==> src/rtl/mux_pry_rr.sv <==
// mux_pry_rr: registered WIDTH:1 arbiter/mux, fixed-priority (MODE 0) or round-robin (MODE 1).
// Latency: 1 cycle from transfer edge to out_vld/out_dat; throughput 1 beat/cycle.
// Backpressure: req_rdy = 0 while out_vld && !out_rdy or while rst; output reg and ptr hold.
// Ports: clk, rst (sync, active-high); per channel req_vld/req_ary/req_lst in, req_rdy out;
//        out_vld/out_dat/out_idx/out_lst out, out_rdy in.
// Option: define MUX_PRY_RR_LOCK_EN to lock arbitration to a channel until its req_lst beat.
module mux_pry_rr #(
  parameter type DAT_T = logic [8-1:0],
  parameter int  WIDTH = 32,
  parameter int  SPLIT = 2,
  parameter int  MODE  = 0,
  localparam int IDX_W = $clog2(WIDTH)
) (
  input  logic              clk,
  input  logic              rst,
  input  logic [WIDTH-1:0]  req_vld,
  input  DAT_T [WIDTH-1:0]  req_ary,
  input  logic [WIDTH-1:0]  req_lst,
  output logic [WIDTH-1:0]  req_rdy,
  output logic              out_vld,
  output DAT_T              out_dat,
  output logic [IDX_W-1:0]  out_idx,
  output logic              out_lst,
  input  logic              out_rdy
);

  // Depth of the SPLIT-ary selection tree covering WIDTH leaves.
  function automatic int tree_lvls(input int w, input int s);
    int n;
    int l;
    n = 1;
    l = 0;
    while (n < w) begin
      n = n * s;
      l = l + 1;
    end
    return l;
  endfunction

  localparam int LVLS = tree_lvls(WIDTH, SPLIT);
  localparam int NPAD = SPLIT ** LVLS;
  localparam int PW   = $clog2(NPAD);

  logic             out_vld_q, out_vld_d;
  DAT_T             out_dat_q, out_dat_d;
  logic [IDX_W-1:0] out_idx_q, out_idx_d;
  logic             out_lst_q, out_lst_d;
  logic [IDX_W-1:0] ptr_q, ptr_d;

`ifdef MUX_PRY_RR_LOCK_EN
  logic             lock_q, lock_d;
  logic [IDX_W-1:0] lock_idx_q, lock_idx_d;
`endif

  logic [WIDTH-1:0] rot_req;
  logic             node_vld [LVLS+1][NPAD];
  logic [PW-1:0]    node_pos [LVLS+1][NPAD];
  logic             sel_vld;
  logic [IDX_W:0]   sel_sum;
  logic [IDX_W-1:0] sel_idx;
  logic             acc;
  logic             gnt_any;
  logic [IDX_W-1:0] gnt_idx;
  logic [WIDTH-1:0] gnt;
  logic             xfer;
  logic [IDX_W-1:0] ptr_nxt;

  // Rotate requests so position 0 is the channel at ptr; the tree then only
  // has to find the lowest set position. In MODE 0 ptr stays 0.
  always_comb begin
    logic [IDX_W:0] k;
    for (int j = 0; j < WIDTH; j++) begin
      k = (IDX_W+1)'(j) + {1'b0, ptr_q};
      if (k >= (IDX_W+1)'(WIDTH)) k = k - (IDX_W+1)'(WIDTH);
      rot_req[j] = req_vld[k[IDX_W-1:0]];
    end
  end

  // Priority tree: each node keeps the lowest-positioned valid child.
  // Leaves at WIDTH..NPAD-1 are padding and stay invalid.
  always_comb begin
    int cnt;
    int k;
    for (int l = 0; l <= LVLS; l++) begin
      for (int n = 0; n < NPAD; n++) begin
        node_vld[l][n] = 1'b0;
        node_pos[l][n] = '0;
      end
    end
    for (int n = 0; n < WIDTH; n++) begin
      node_vld[0][n] = rot_req[n];
      node_pos[0][n] = PW'(n);
    end
    cnt = NPAD;
    for (int l = 1; l <= LVLS; l++) begin
      cnt = cnt / SPLIT;
      for (int n = 0; n < NPAD / SPLIT; n++) begin
        if (n < cnt) begin
          for (int c = SPLIT - 1; c >= 0; c--) begin
            k = n * SPLIT + c;
            if (node_vld[l-1][k]) begin
              node_vld[l][n] = 1'b1;
              node_pos[l][n] = node_pos[l-1][k];
            end
          end
        end
      end
    end
    sel_vld = node_vld[LVLS][0];
    // Undo the rotation: position + ptr, modulo WIDTH.
    sel_sum = (IDX_W+1)'(node_pos[LVLS][0]) + {1'b0, ptr_q};
    if (sel_sum >= (IDX_W+1)'(WIDTH)) sel_sum = sel_sum - (IDX_W+1)'(WIDTH);
    sel_idx = sel_sum[IDX_W-1:0];
  end

  always_comb begin
    acc     = (!out_vld_q || out_rdy) && !rst;
    gnt_any = sel_vld;
    gnt_idx = sel_idx;
`ifdef MUX_PRY_RR_LOCK_EN
    // A locked channel owns the grant even while it has no valid beat.
    if (lock_q) begin
      gnt_any = 1'b1;
      gnt_idx = lock_idx_q;
    end
`endif
    gnt = '0;
    if (gnt_any) gnt[gnt_idx] = 1'b1;
    req_rdy = acc ? gnt : '0;
    xfer    = acc && gnt_any && req_vld[gnt_idx];
    ptr_nxt = (gnt_idx == IDX_W'(WIDTH - 1)) ? '0 : gnt_idx + 1'b1;
  end

  always_comb begin
    out_vld_d = out_vld_q;
    out_dat_d = out_dat_q;
    out_idx_d = out_idx_q;
    out_lst_d = out_lst_q;
    ptr_d     = ptr_q;
    if (acc) begin
      out_vld_d = xfer;
      if (xfer) begin
        out_dat_d = req_ary[gnt_idx];
        out_idx_d = gnt_idx;
        out_lst_d = req_lst[gnt_idx];
      end
    end
`ifdef MUX_PRY_RR_LOCK_EN
    lock_d     = lock_q;
    lock_idx_d = lock_idx_q;
    if (xfer) begin
      lock_d     = !req_lst[gnt_idx];
      lock_idx_d = gnt_idx;
    end
    // Pointer moves only when a packet completes.
    if (MODE == 1 && xfer && req_lst[gnt_idx]) ptr_d = ptr_nxt;
`else
    if (MODE == 1 && xfer) ptr_d = ptr_nxt;
`endif
  end

  always_ff @(posedge clk) begin
    if (rst) begin
      out_vld_q  <= 1'b0;
      out_dat_q  <= '0;
      out_idx_q  <= '0;
      out_lst_q  <= 1'b0;
      ptr_q      <= '0;
`ifdef MUX_PRY_RR_LOCK_EN
      lock_q     <= 1'b0;
      lock_idx_q <= '0;
`endif
    end else begin
      out_vld_q  <= out_vld_d;
      out_dat_q  <= out_dat_d;
      out_idx_q  <= out_idx_d;
      out_lst_q  <= out_lst_d;
      ptr_q      <= ptr_d;
`ifdef MUX_PRY_RR_LOCK_EN
      lock_q     <= lock_d;
      lock_idx_q <= lock_idx_d;
`endif
    end
  end

  assign out_vld = out_vld_q;
  assign out_dat = out_dat_q;
  assign out_idx = out_idx_q;
  assign out_lst = out_lst_q;

endmodule

==> config.mk <==
export PLATFORM = sky130hd
export DESIGN_NAME = mux_pry_rr
export DESIGN_NICKNAME = d
export VERILOG_FILES = /design/src/rtl/mux_pry_rr.sv
export SDC_FILE = /design/constraint.sdc
export NUM_CORES = 1
export LEC_CHECK = 0
export ABC_AREA = 1
export BUFFER_PORTS_ARGS = -buffer_cell sky130_fd_sc_hd__buf_4
export CAP_MARGIN = 0
export CORE_AREA = 2 2 143 145
export CTS_BUF_LIST = sky130_fd_sc_hd__clkbuf_4 sky130_fd_sc_hd__clkbuf_8
export DETAILED_ROUTE_END_ITERATION = 10
export DIE_AREA = 0 0 145 147
export PLACE_DENSITY = 0.56
export SETUP_SLACK_MARGIN = 0.05
export SYNTH_ARGS = -nofsm -noshare
export SYNTH_HDL_FRONTEND = slang
export SYNTH_SLANG_ARGS = --single-unit
==> constraint.sdc <==
create_clock -name clk -period 1.98 [get_ports clk]
set_clock_uncertainty 0.05 [all_clocks]
set_input_delay 0.198 -clock clk [delete_from_list [all_inputs] [get_ports clk]]
set_output_delay 0.198 -clock clk [all_outputs]
set_load 0.05 [all_outputs]
==> results.toml <==
[timing]
slew_headroom_pct = 78.7
fmax_mhz = 466
period_needed_ns = 2.14
slew_viol_final = 0
finalHoldViolCount = 0
period_share_pct = 108
fin_ws_ns = -0.165
finalSetupViolCount = 41
worstMarginPinSlew_ns = 0.318
rsz0062_at_grt = "yes"

[hold_path]
min_from = "rst"
holdPathStages = 2
hold_class = "in -> reg"

[critical_path]
required_ns = 1.73
critPathCaptureType = "primary output"
cp-start-kind = "input pin"
r2r_cells = 8
critPathKind = "in -> out"
startpoint = "req_vld[2]"
crit_path_max_fanout = 5
timing.rr.start = "out_vld"
arrival_ns = 1.90

[power_and_ir_drop]
swShare_pct = 44.0
p_switching_mw = 1.17
seq_power_share_pct = 12.9
p_comb_share_pct = 76.7
ir_worst_vdd_mv = 0.176
p_per_area_nw_per_um2 = 268
power.internal_mw = 1.48
p_leak_nw = 5.41
power_frac_clock_pct = 10.4

[synth]
syn-cell-area_um2 = 4510
synth_flop_cell = "dfxtp_1"
synth_cells = 1018
synth_area_per_cell_um2 = 4.43
netlist_top_cells_area = "nand2_1, nand3_1, dfxtp_1"
yosysWarnings = 0
yosysTopAreaCell = "nand2_1"
synth_edf_count = 0
synth_top_area_share_pct = 50.3
synth.net_count = 1341
async_flop_share_pct = 0
ys_ff_latch = 15
ys_seq_area_share_pct = 6.65
synth_cell_types = 23

[global_routing]
grt_util_met2_pct = 44.8
grt_pass1_vias = 7901
top_usage_layer = "met2"
antenna_found_initial = 0
track_usage_pct = 24.2
grt_overflow = 0
grt_util_met1_pct = 28.5
grt_first_pass_wirelength_mm = 41.6
grt_max_degree = 42
gr-usage-met3_pct = 3.76

[detailed_routing]
drt-vias-per-instance = 4.67
num_vias = 8038
routedWlPerCell_um = 16.2
routed_wl_mm = 27.9
ant_nets = 0
drc = 0
drtIter0Drc = 307
firstDrtPassIters = 5

[floorplan]
core_region_area_um2 = 19800
rows = 52
die_w_um = 145
fp.dieH_um = 147
io_pins = 370
initial_core_util_pct = 22.7
dieArea_um2 = 21300

[cells_and_area]
fin_cells = 1721
drive_gt1_share_pct = 47.8
n_antenna_cell = 0
syn_to_final_growth_pct = 120
final_common_cell = "nand2_1"
final_util_pct = 49.9
layout.nets = 1775
layout_common_cells = "nand2_1, buf_4, nand3_1, nand2_2, nor2_4"

[clocking]
root_buffer = "clkbuf_8"
htreeDepth = 1
cts_buffer_depth = 2
clk_pin_slew_ns = 0.07
cts_tree = "done"
insertion_delay_ns = 0.25
cts_buffers = 3
clock_sinks = 15

[run]
drv_cap = 0

[place]
io_buffers = 369
placed_cells = 1677
place.gp.congestion = 0.861
hpwl_mm = 21.8

[status]
status = "complete, but fails checks"
violations = "negative setup slack"
## state kept, by name, indices dropped and copies added (netlist names)
register  count
out_dat       8
out_idx       5
out_lst       1
out_vld       1
## per-layer routing
| metal | routed length (um) | up-vias | part of all wire, % |
|---|---|---|---|
| li1 | - | 4074 | - |
| met5 | 0 | - | 0 |
| met4 | 1040 | 0 | 3.7 |
| met3 | 1600 | 56 | 5.8 |
| met1 | 11100 | 3584 | 40 |
| met2 | 14200 | 324 | 51 |
## through the flow
stage / setup WS [ns] / hold WS [ns] / TNS [ns] / power, mW / instance area (um2)
6_report: -0.165 / 0.0572 / -4.33 / 2.65 / 9910
5_1_grt: -0.288 / 0.0680 / -8.87 / 2.85 / 9910
4_1_cts: -0.167 / 0.0544 / -4.62 / 2.53 / 9270
3_5_place_dp: -0.479 / 0.322 / -13.27 / 2.12 / 8510
3_3_place_gp: -0.426 / 0.316 / -11.91 / 2.12 / 8510
2_1_floorplan: -0.103 / 0.217 / -1.03 / 1.20 / 4860
## power groups by stage
stage / Combinational, mW / Clock (mW) / Sequential [mW]
4_1_cts: 1.91 / 0.285 / 0.343
3_3_place_gp: 1.77 / 0 / 0.349
2_1_floorplan: 0.769 / 0 / 0.430
5_1_grt: 2.21 / 0.294 / 0.346
6_report: 2.04 / 0.275 / 0.342
3_5_place_dp: 1.77 / 0 / 0.348
## logic make-up (layout without fill, tap and decap cells)
| logic type | Yosys count | after routing | share of synthesized area (%) |
|---|---|---|---|
| AND/OR/NAND/NOR | 859 | 859 | 77.3 |
| buffers and inverters | 102 | 535 | 11.1 |
| flip-flops | 15 | 15 | 6.65 |
| AO/OA/AOI/OAI | 42 | 42 | 4.91 |
## worst max-delay path: stages
cell      delay [ns]
buf_6           0.10
nor2_4          0.09
nand2_2         0.08
nor2_4          0.16
nand2_4         0.09
buf_12          0.14
clkinv_8        0.04
nand2_4         0.04
a21oi_4         0.18
inv_4           0.06
nor2_4          0.24
nand2_4         0.15
nor2_4          0.15
buf_8           0.16
## Yosys cell counts (2+ instances only)
library cell	n
nand2_1	605
buf_2	38
nor2_1	60
nor2_2	2
buf_6	4
nand2_2	2
o21ai_0	18
buf_4	11
a21oi_1	20
inv_1	29
dfxtp_1	15
clkbuf_1	18
nor3_1	6
nand3_1	181
## cell type report
class / instances / area [um2]
Sequential cell: 15 / 300
Clock buffer: 4 / 48.8
Timing Repair Buffer: 501 / 4410
Inverter: 30 / 160
Tap cell: 270 / 338
Fill cell: 2077 / 9940
Multi-Input combinational cell: 901 / 4650
## path summary, 6_finish.rpt
path	slack (ns)	endpoint
worst max-delay path	-0.16	req_rdy[23]
worst min-delay path	0.06	out_vld
worst max register to register	0.67	out_vld
worst min register to register	0.45	out_vld
## repair_timing
item,4_1_cts,5_1_grt
gates cloned,1,4
setup buffers,21,14
endpoints found under the setup margin,41,41
pin swaps,60,75
resized for setup,138,114
hold buffers,0,0
(Power assumes the default switching activity.)
